$ cat config.mk
export PLATFORM = sky130hd
export DESIGN_NAME = ece593w26_mac_stream
export DESIGN_NICKNAME = d
export VERILOG_FILES = /design/src/rtl/ece593w26_mac_stream.sv
export SDC_FILE = /design/constraint.sdc
export NUM_CORES = 1
export LEC_CHECK = 0
export CAP_MARGIN = 20
export CORE_MARGIN = 3
export CORE_UTILIZATION = 60
export CTS_CLUSTER_SIZE = 40
export DETAILED_ROUTE_END_ITERATION = 16
export GPL_TIMING_DRIVEN = 0
export MAX_ROUTING_LAYER = met4
export PLACE_DENSITY = 0.8
export SLEW_MARGIN = 10
export SYNTH_ARGS = -nofsm -noshare
export SYNTH_HDL_FRONTEND = slang
export SYNTH_SLANG_ARGS = --single-unit
$ cat constraint.sdc
create_clock -name clk -period 6 [get_ports clk]
set_clock_uncertainty 0.2 [all_clocks]
set_input_delay 0.6 -clock clk [delete_from_list [all_inputs] [get_ports clk]]
set_output_delay 0.6 -clock clk [all_outputs]
set_load 0.02 [all_outputs]
$ cat src/rtl/ece593w26_mac_stream.sv
// ece593w26_mac_stream
//   Framed, pipelined multiply-accumulate. The block accepts (w,x) operand pairs over valid/ready.
//   It accumulates their products over a frame that ends on in_last, or when the element counter fills.
//   It returns one result per frame over valid/ready.
//
// Ports
//   clk, rst_n        clock (rising edge), asynchronous active-low reset
//   in_valid/in_ready operand-pair handshake; w, x operands; in_last marks final element
//   signed_mode       two's-complement operands, sampled on the first element of a frame
//   out_valid/out_ready result handshake
//   f                 accumulated result (ACC_W bits)
//   out_ovf           accumulation left the ACC_W range during the frame
//   out_count         number of elements in the frame
module ece593w26_mac_stream #(
    parameter int N     = 8,
    parameter int ACC_W = 2*N+8,
    parameter int LEN_W = 8,
    parameter int SAT   = 1
) (
    input  logic             clk,
    input  logic             rst_n,
    input  logic             in_valid,
    output logic             in_ready,
    input  logic [N-1:0]     w,
    input  logic [N-1:0]     x,
    input  logic             in_last,
    input  logic             signed_mode,
    output logic             out_valid,
    input  logic             out_ready,
    output logic [ACC_W-1:0] f,
    output logic             out_ovf,
    output logic [LEN_W-1:0] out_count
);

    typedef enum logic [1:0] {IDLE, RUN, DRAIN, HOLD} state_t;

    localparam logic [LEN_W-1:0] CNT_MAX = '1;
    localparam logic [LEN_W-1:0] CNT_ONE = LEN_W'(1);
    localparam logic [ACC_W-1:0] SMAX    = {1'b0, {(ACC_W-1){1'b1}}};
    localparam logic [ACC_W-1:0] SMIN    = {1'b1, {(ACC_W-1){1'b0}}};

    state_t state, state_nxt;

    logic             accept;
    logic             frame_start;
    logic             frame_signed;
    logic [LEN_W-1:0] count, count_inc;
    logic [1:0]       drain_cnt;
    logic             drain_done;

    logic             s1_v;
    logic [N-1:0]     s1_w, s1_x;
    logic             s2_v;
    logic [ACC_W-1:0] s2_p;
    logic [ACC_W-1:0] acc;
    logic             acc_ovf;

    logic signed [2*N-1:0]   prod_s;
    logic        [2*N-1:0]   prod_u;
    logic        [ACC_W-1:0] prod_ext;
    logic        [ACC_W:0]   sum;
    logic                    ovf_now;
    logic        [ACC_W-1:0] sat_val;
    logic        [ACC_W-1:0] acc_nxt;

    // FSM: next state and handshake outputs
    always_comb begin
        state_nxt = state;
        in_ready  = 1'b0;
        out_valid = 1'b0;
        case (state)
            IDLE: begin
                in_ready = 1'b1;
                if (accept)
                    state_nxt = (in_last || CNT_ONE == CNT_MAX) ? DRAIN : RUN;
            end
            RUN: begin
                in_ready = 1'b1;
                if (accept && (in_last || count_inc == CNT_MAX))
                    state_nxt = DRAIN;
            end
            DRAIN: begin
                if (drain_done)
                    state_nxt = HOLD;
            end
            HOLD: begin
                out_valid = 1'b1;
                if (out_ready)
                    state_nxt = IDLE;
            end
            default: state_nxt = IDLE;
        endcase
    end

    assign accept      = in_valid && in_ready;
    assign frame_start = accept && (state == IDLE);
    assign count_inc   = count + CNT_ONE;
    // Last product reaches S2 one edge after acceptance and the accumulator one edge later.
    // The result registers load on the third edge, so the result is visible after edge T+3.
    assign drain_done  = (drain_cnt == 2'd2);

    always_ff @(posedge clk or negedge rst_n) begin
        if (!rst_n) begin
            state        <= IDLE;
            drain_cnt    <= '0;
            count        <= '0;
            frame_signed <= 1'b0;
        end else begin
            state     <= state_nxt;
            drain_cnt <= (state == DRAIN) ? drain_cnt + 2'd1 : 2'd0;
            if (frame_start) begin
                frame_signed <= signed_mode;
                count        <= CNT_ONE;
            end else if (accept) begin
                count <= count_inc;
            end
        end
    end

    // Product stage: exact 2N-bit product, extended to ACC_W per frame mode
    always_comb begin
        prod_s = $signed({{N{s1_w[N-1]}}, s1_w}) * $signed({{N{s1_x[N-1]}}, s1_x});
        prod_u = {{N{1'b0}}, s1_w} * {{N{1'b0}}, s1_x};
        if (frame_signed)
            prod_ext = ACC_W'(prod_s);
        else
            prod_ext = ACC_W'(prod_u);
    end

    // Accumulate stage: one guard bit exposes overflow in either mode
    always_comb begin
        if (frame_signed) begin
            sum     = {acc[ACC_W-1], acc} + {s2_p[ACC_W-1], s2_p};
            ovf_now = sum[ACC_W] != sum[ACC_W-1];
            sat_val = sum[ACC_W] ? SMIN : SMAX;
        end else begin
            sum     = {1'b0, acc} + {1'b0, s2_p};
            ovf_now = sum[ACC_W];
            sat_val = '1;
        end
        acc_nxt = (SAT != 0 && ovf_now) ? sat_val : sum[ACC_W-1:0];
    end

    always_ff @(posedge clk or negedge rst_n) begin
        if (!rst_n) begin
            s1_v      <= 1'b0;
            s1_w      <= '0;
            s1_x      <= '0;
            s2_v      <= 1'b0;
            s2_p      <= '0;
            acc       <= '0;
            acc_ovf   <= 1'b0;
            f         <= '0;
            out_ovf   <= 1'b0;
            out_count <= '0;
        end else begin
            s1_v <= accept;
            if (accept) begin
                s1_w <= w;
                s1_x <= x;
            end
            s2_v <= s1_v;
            if (s1_v)
                s2_p <= prod_ext;
            // The previous frame has fully drained before a new one can start,
            // so clearing here never collides with an in-flight product.
            if (frame_start) begin
                acc     <= '0;
                acc_ovf <= 1'b0;
            end else if (s2_v) begin
                acc     <= acc_nxt;
                acc_ovf <= acc_ovf | ovf_now;
            end
            if (state == DRAIN && drain_done) begin
                f         <= acc;
                out_ovf   <= acc_ovf;
                out_count <= count;
            end
        end
    end

endmodule

==> results of run 1 <==
-- metal layers --
layer  GRT usage [%]  up-vias  share of wire (%)
li1                -     3499                  -
met1            33.0     3486                 46
met2            41.4      154                 48
met3            3.81       26                3.7
met4            7.03        0                1.8
met5               -        -                  0
-- state kept, by name, indices dropped and copies added (netlist names), 8 cells and up --
name	flops
count	8
acc	24
f	24
s1_w	8
out_count	8
s1_x	8
s2_p	17
-- cells by family after synthesis --
group / after synthesis
adder cells (fa/ha/maj): 175
XOR/XNOR: 43
buffers and inverters: 200
multiplexers: 59
AND/OR/NAND/NOR: 262
AO/OA/AOI/OAI: 177
flip-flops: 106
-- repair_timing --
item,CTS,global route
hold buffers,1,0
hold endpoints to repair,23,0
endpoints found under the setup margin,0,0
-- final timing paths --
check	startpoint	slack, ps	cells past startpoint	to
max in group asynchronous	rst_n	4450	3	acc[17]
max	s1_x[7]	640	17	s2_p[15]
min	drain_cnt[0]	230	1	drain_cnt[0]
min reg2reg	drain_cnt[0]	230	1	drain_cnt[0]
min in group asynchronous	rst_n	460	2	f[6]
max reg2reg	s1_x[7]	640	17	s2_p[15]
-- area by class of cell --
class | count | area, um^2
Buffer | 31 | 144
Clock buffer | 9 | 225
Clock inverter | 7 | 95.1
Fill cell | 1184 | 4600
Inverter | 169 | 634
Multi-Input combinational cell | 716 | 6330
Sequential cell | 106 | 2650
Tap cell | 211 | 264
Timing Repair Buffer | 58 | 599
-- cell usage in the layout (no fill, tap or decap), types with 3 or more instances in the layout --
master and count:
inv_1 168, nand2b_1 8, xor2_1 10, nand2_1 87
nand3b_1 4, clkbuf_16 9, mux2i_1 8, o211ai_1 5
a21oi_2 3, nand3_1 14, clkdlybuf4s50_1 55, xnor2_1 32
o31ai_1 5, nor2b_1 11, a21o_1 14, ha_1 89
o21a_1 5, buf_6 4, a211oi_1 7, a31oi_1 6
or2_2 6, and2_1 40, a21boi_0 3, nor2_1 55
o21ai_2 16, dfrtp_1 106, or3_1 8, o21bai_1 3
o21ai_0 38, buf_2 3, and3_1 7, a21oi_1 43
o21ai_1 7, mux2_2 51, fa_1 86, nor3_1 11
nand4_1 3, clkbuf_1 24
-- metrics by stage --
stage                     instances  hold WS, ps
after floorplan                1022          104
after global placement         1289          214
after detailed placement       1290          218
after CTS                      1307          230
after global routing           1307          267
final                          1307          227
-- worst max-delay path, stage by stage, from the launching register on --
cell	delay, ps
dfrtp_1	380
clkbuf_1	230
and2_1	230
fa_1	530
inv_1	50
fa_1	540
inv_1	60
fa_1	530
inv_1	50
fa_1	530
inv_1	40
ha_1	310
a21boi_0	360
o211ai_1	160
a21oi_1	220
nor3_1	100
or4b_2	670
nand4_1	110
==> results.md, run 1 <==
- Arrival @ worst endpoint: 5460 ps
- First-pass DRT Iterations: 5
- Sequential area share after synthesis: 27.2%
- Syn Nets: 1,219
- Initial DRC count: 408
- Tot GR Track Use: 25.2%
- Dpl cell area: 0.0106 mm^2
- Status: complete, no violations
- Fin area: 0.0109 mm^2
- I/O pins: 57
- Critical Setup Path Class: reg2reg
- Layout cells sized above 1: 10.2%
- Die area: 0.0178 mm^2
- Hold WC Path Type: reg2reg
- Core Util, Final: 70.4%
- Via count: 7,165
- Final GP Congestion: 0.904
- Antenna violation net count after detailed routing: 0
- Final WS setup: 637 ps
- Required @ worst endpoint: 6090 ps
- Worst slew margin relative to its limit: 50.7%
- Final TNS setup: 0 ps
- Area Overhead vs Synth: 12.1%
- Max FO, Critical Path: 10
- Pins Over Slew Limit: 0
- DR vias/cell: 5.48
- Remaining Overflow, GRT: 0
- Clock Latency Late Sink: 370 ps
- Main combinational cell family by area after synthesis: adder cells
- Max_cap viols: 0
- Post-synthesis xor/xnor area fraction: 3.94%
- # DRC: 0
- FMAX: 186 MHz
- Initial Utilization: 62.8%
- Final #Nets: 1,288
- Top_reg_cell synth: dfrtp_1
- RSZ-0062 raised after global routing: no
- Final hold violations: 0
- DP Worst Slack: 684 ps
- Post-synth ARST share: 100%
- Post-synthesis adder-cell area fraction: 29.1%
- Post-cts sizing count: 0
- Hpwl dp: 16,500 um
- First-pass GRT wire length: 35,700 um
- Die extent in x: 134 um
- Routed wire length per instance: 15.7 um
- Clk buf depth: 2
- Core ar.: 0.0155 mm^2
- Num CTS Buffers: 9
- WL final: 20,500 um
- Syn Inst Count: 1,022
- Post-synth EDFFs: 0
- Mean post-synth cell area: 9.55 um^2
- Mux contribution to synthesized area: 6.71%
- Finish-stage setup viols: 0
- Worst Tran Pin Value: 730 ps
- Reg clk slew, reported paths: 70 ps
- Final Cycle Share: 89.4%
- Mapped Area: 0.00976 mm^2
- Synth unique cells: 62
- Yosys warns: 0
- Register bit total from synthesis: 106
- CP endpoint kind: flip-flop
- Largest net degree at the start of global routing: 84
- Compound-Gate Fraction of Synth Area: 12.1%
- Core Rows: 45
- IO Port Bufs: 56
- H-tree depth: 3
- Crit path launch type: flip-flop
- CTS tree: done
- Most instantiated library cell after synthesis: inv_1
- Post-synth top cells: inv_1 (168), dfrtp_1 (106), ha_1 (89)
- Initial antenna violation count: 0
- Antenna fix cells: 0
- Die Y: 134 um
- Final min period: 5360 ps
- Share of the synthesized area in the top cell type: 27.2%
- Vias in the first global route: 7,486
- Synth area leader: dfrtp_1
- Synth Area in Simple Gates: 13.0%
- Root buf cell: clkbuf_16
- Clock Sinks: 106
- Largest cells by area after synthesis: dfrtp_1 (27%), fa_1 (18%), ha_1 (11%), inv_1 (6.5%), mux2_2 (5.9%)
- Post-CTS setup repair buffer count: 0
Power of run 1 is left out: the tool's default activity adds up to more than one toggle a clock period on the data nets, which glitch-free logic cannot reach.
==> run 2, diff against run 1 <==
- DONT_BUFFER_PORTS: default -> 1
- PLACE_DENSITY: 0.8 -> 0.76
==> run 2 against run 1 <==
Against the previous run: first-iteration DRC count fell by 27%; maximum frequency decreased by 0.71%; largest cell class unchanged; cell area is 5.3% lower; setup slack lost 38 ps; global-route usage shrank 1.4 points; sequential cell count unchanged.
==> results.md, run 2 (same netlist as run 1, synthesis figures left out) <==
- CTS tree: done (unchanged)
- Worst slew margin relative to its limit: 51.3% (was 50.7%)
- Crit path from: s1_w[2] (was s1_x[7])
- Num CTS Buffers: 9 (unchanged)
- FF-to-FF Start: s1_w[2] (was s1_x[7])
- Clk buf depth: 2 (unchanged)
- Commonest cells after routing, fill and taps aside: inv_1 (168), dfrtp_1 (106), ha_1 (89) (unchanged)
- Clock Sinks: 106 (unchanged)
- Most common cell after layout, fill and taps aside: inv_1 (unchanged)
- Multi-input gate area: 0.00633 mm^2 (unchanged)
- WL final: 19,600 um (was 20,500 um)
- Worst Hold Launch: in_valid (was drain_cnt[0])
- Largest net degree at the start of global routing: 107 (was 84)
- First-pass DRT Iterations: 5 (unchanged)
- Die Y: 134 um (unchanged)
- Max_cap viols: 0 (unchanged)
- Core ar.: 0.0155 mm^2 (unchanged)
- Hpwl dp: 15,700 um (was 16,500 um)
- Arrival @ worst endpoint: 5490 ps (was 5460 ps)
- Antenna fix cells: 0 (unchanged)
- Final #Nets: 1,232 (was 1,288)
- Hold WC Path Type: in2reg (was reg2reg)
- # DRC: 0 (unchanged)
- Final min period: 5400 ps (was 5360 ps)
- Routed wire length per instance: 15.7 um (about the same)
- Pins Over Slew Limit: 0 (unchanged)
- FMAX: 185 MHz (was 186 MHz)
- RSZ-0062 raised after global routing: no (unchanged)
- I/O pins: 57 (unchanged)
- Final Cycle Share: 90.0% (was 89.4%)
- Final GP Congestion: 0.908 (was 0.904)
- H-tree depth: 3 (unchanged)
- IO Port Bufs: 0 (was 56)
- Initial DRC count: 297 (was 408)
- Crit path launch type: flip-flop (unchanged)
- Register area: 0.00265 mm^2 (unchanged)
- Finish-stage setup viols: 0 (unchanged)
- Core Rows: 45 (unchanged)
- Tot GR Track Use: 23.8% (was 25.2%)
- Clock Latency Late Sink: 350 ps (was 370 ps)
- Worst Tran Pin Value: 731 ps (was 730 ps)
- Root buf cell: clkbuf_16 (unchanged)
- Via count: 6,829 (was 7,165)
- Required @ worst endpoint: 6090 ps (about the same)
- Final TNS setup: 0 ps (unchanged)
- Layout cells sized above 1: 10.6% (was 10.2%)
- Largest regs: acc: 24 flops, f: 24 flops, s2_p: 17 flops (unchanged)
- Status: complete, no violations (unchanged)
- Antenna violation net count after detailed routing: 0 (unchanged)
- Initial antenna violation count: 0 (unchanged)
- Post-cts sizing count: 0 (unchanged)
- Post-CTS setup repair buffer count: 0 (unchanged)
- Vias in the first global route: 6,862 (was 7,486)
- Critical Setup Path Class: reg2reg (unchanged)
- Die area: 0.0178 mm^2 (unchanged)
- Reg clk slew, reported paths: 80 ps (was 70 ps)
- # fillers: 1,271 (was 1,184)
- Remaining Overflow, GRT: 0 (unchanged)
- Max FO, Critical Path: 10 (unchanged)
- DR vias/cell: 5.46 (was 5.48)
- Die extent in x: 134 um (unchanged)
- Initial Utilization: 62.8% (unchanged)
- Post-CTS Hold Buffers: 1 (unchanged)
- Final hold violations: 0 (unchanged)
- CP endpoint kind: flip-flop (unchanged)
- First-pass GRT wire length: 33,400 um (was 35,700 um)
- Area Overhead vs Synth: 6.21% (was 12.1%)
==> run 2: path summary, 6_finish.rpt <==
kind / to / slack [ps] / depth (start not counted)
min in group asynchronous: f[4] / 680 / 2
worst min register to register: drain_cnt[0] / 220 / 1
worst max register to register: s2_p[15] / 600 / 16
max in group asynchronous: s2_p[4] / 4460 / 2
worst min-delay path: acc_ovf / 120 / 1
worst max-delay path: s2_p[15] / 600 / 16
==> run 2: layout make-up <==
class / instances / area share [%]
Clock inverter: 5 / 0.592
Inverter: 169 / 6.12
Tap cell: 211 / 2.55
Clock buffer: 11 / 2.34
Timing Repair Buffer: 2 / 0.362
Buffer: 31 / 1.39
Multi-Input combinational cell: 716 / 61.1
Sequential cell: 106 / 25.6
==> run 2: routing by layer <==
metal  track usage (%)  up-vias  part of all wire, %
met5                 -        -                    0
met4              6.69        0                  1.2
met3              2.19       15                  2.6
met2              38.8      104                   48
met1              32.2     3334                   48
li1                  -     3376                    -
==> run 2: per-stage QoR <==
stage	utilization [%]	instances	area [um^2]	worst slack (ps)	hold slack, ps
finish	66.7	1251	10400	599	117
global route	66.7	1251	10400	291	98.4
CTS	66.6	1250	10400	604	6.17
detailed placement	64.5	1233	10000	648	108
global placement	64.5	1233	10000	733	108
floorplan	-	1022	9760	1070	104
==> run 2: worst max-delay path: stages, from the launching register on <==
cell and delay [ps]:
dfrtp_1 380, clkbuf_1 240, and2_1 250, fa_1 490, fa_1 540, fa_1 500, inv_1 60, fa_1 530
inv_1 50, ha_1 330, o21ai_0 150, a21boi_0 360, o211ai_1 160, a21oi_1 220, nor3_1 100, or4b_2 670
nand4_1 100
Power of run 2 is left out for the same reason.
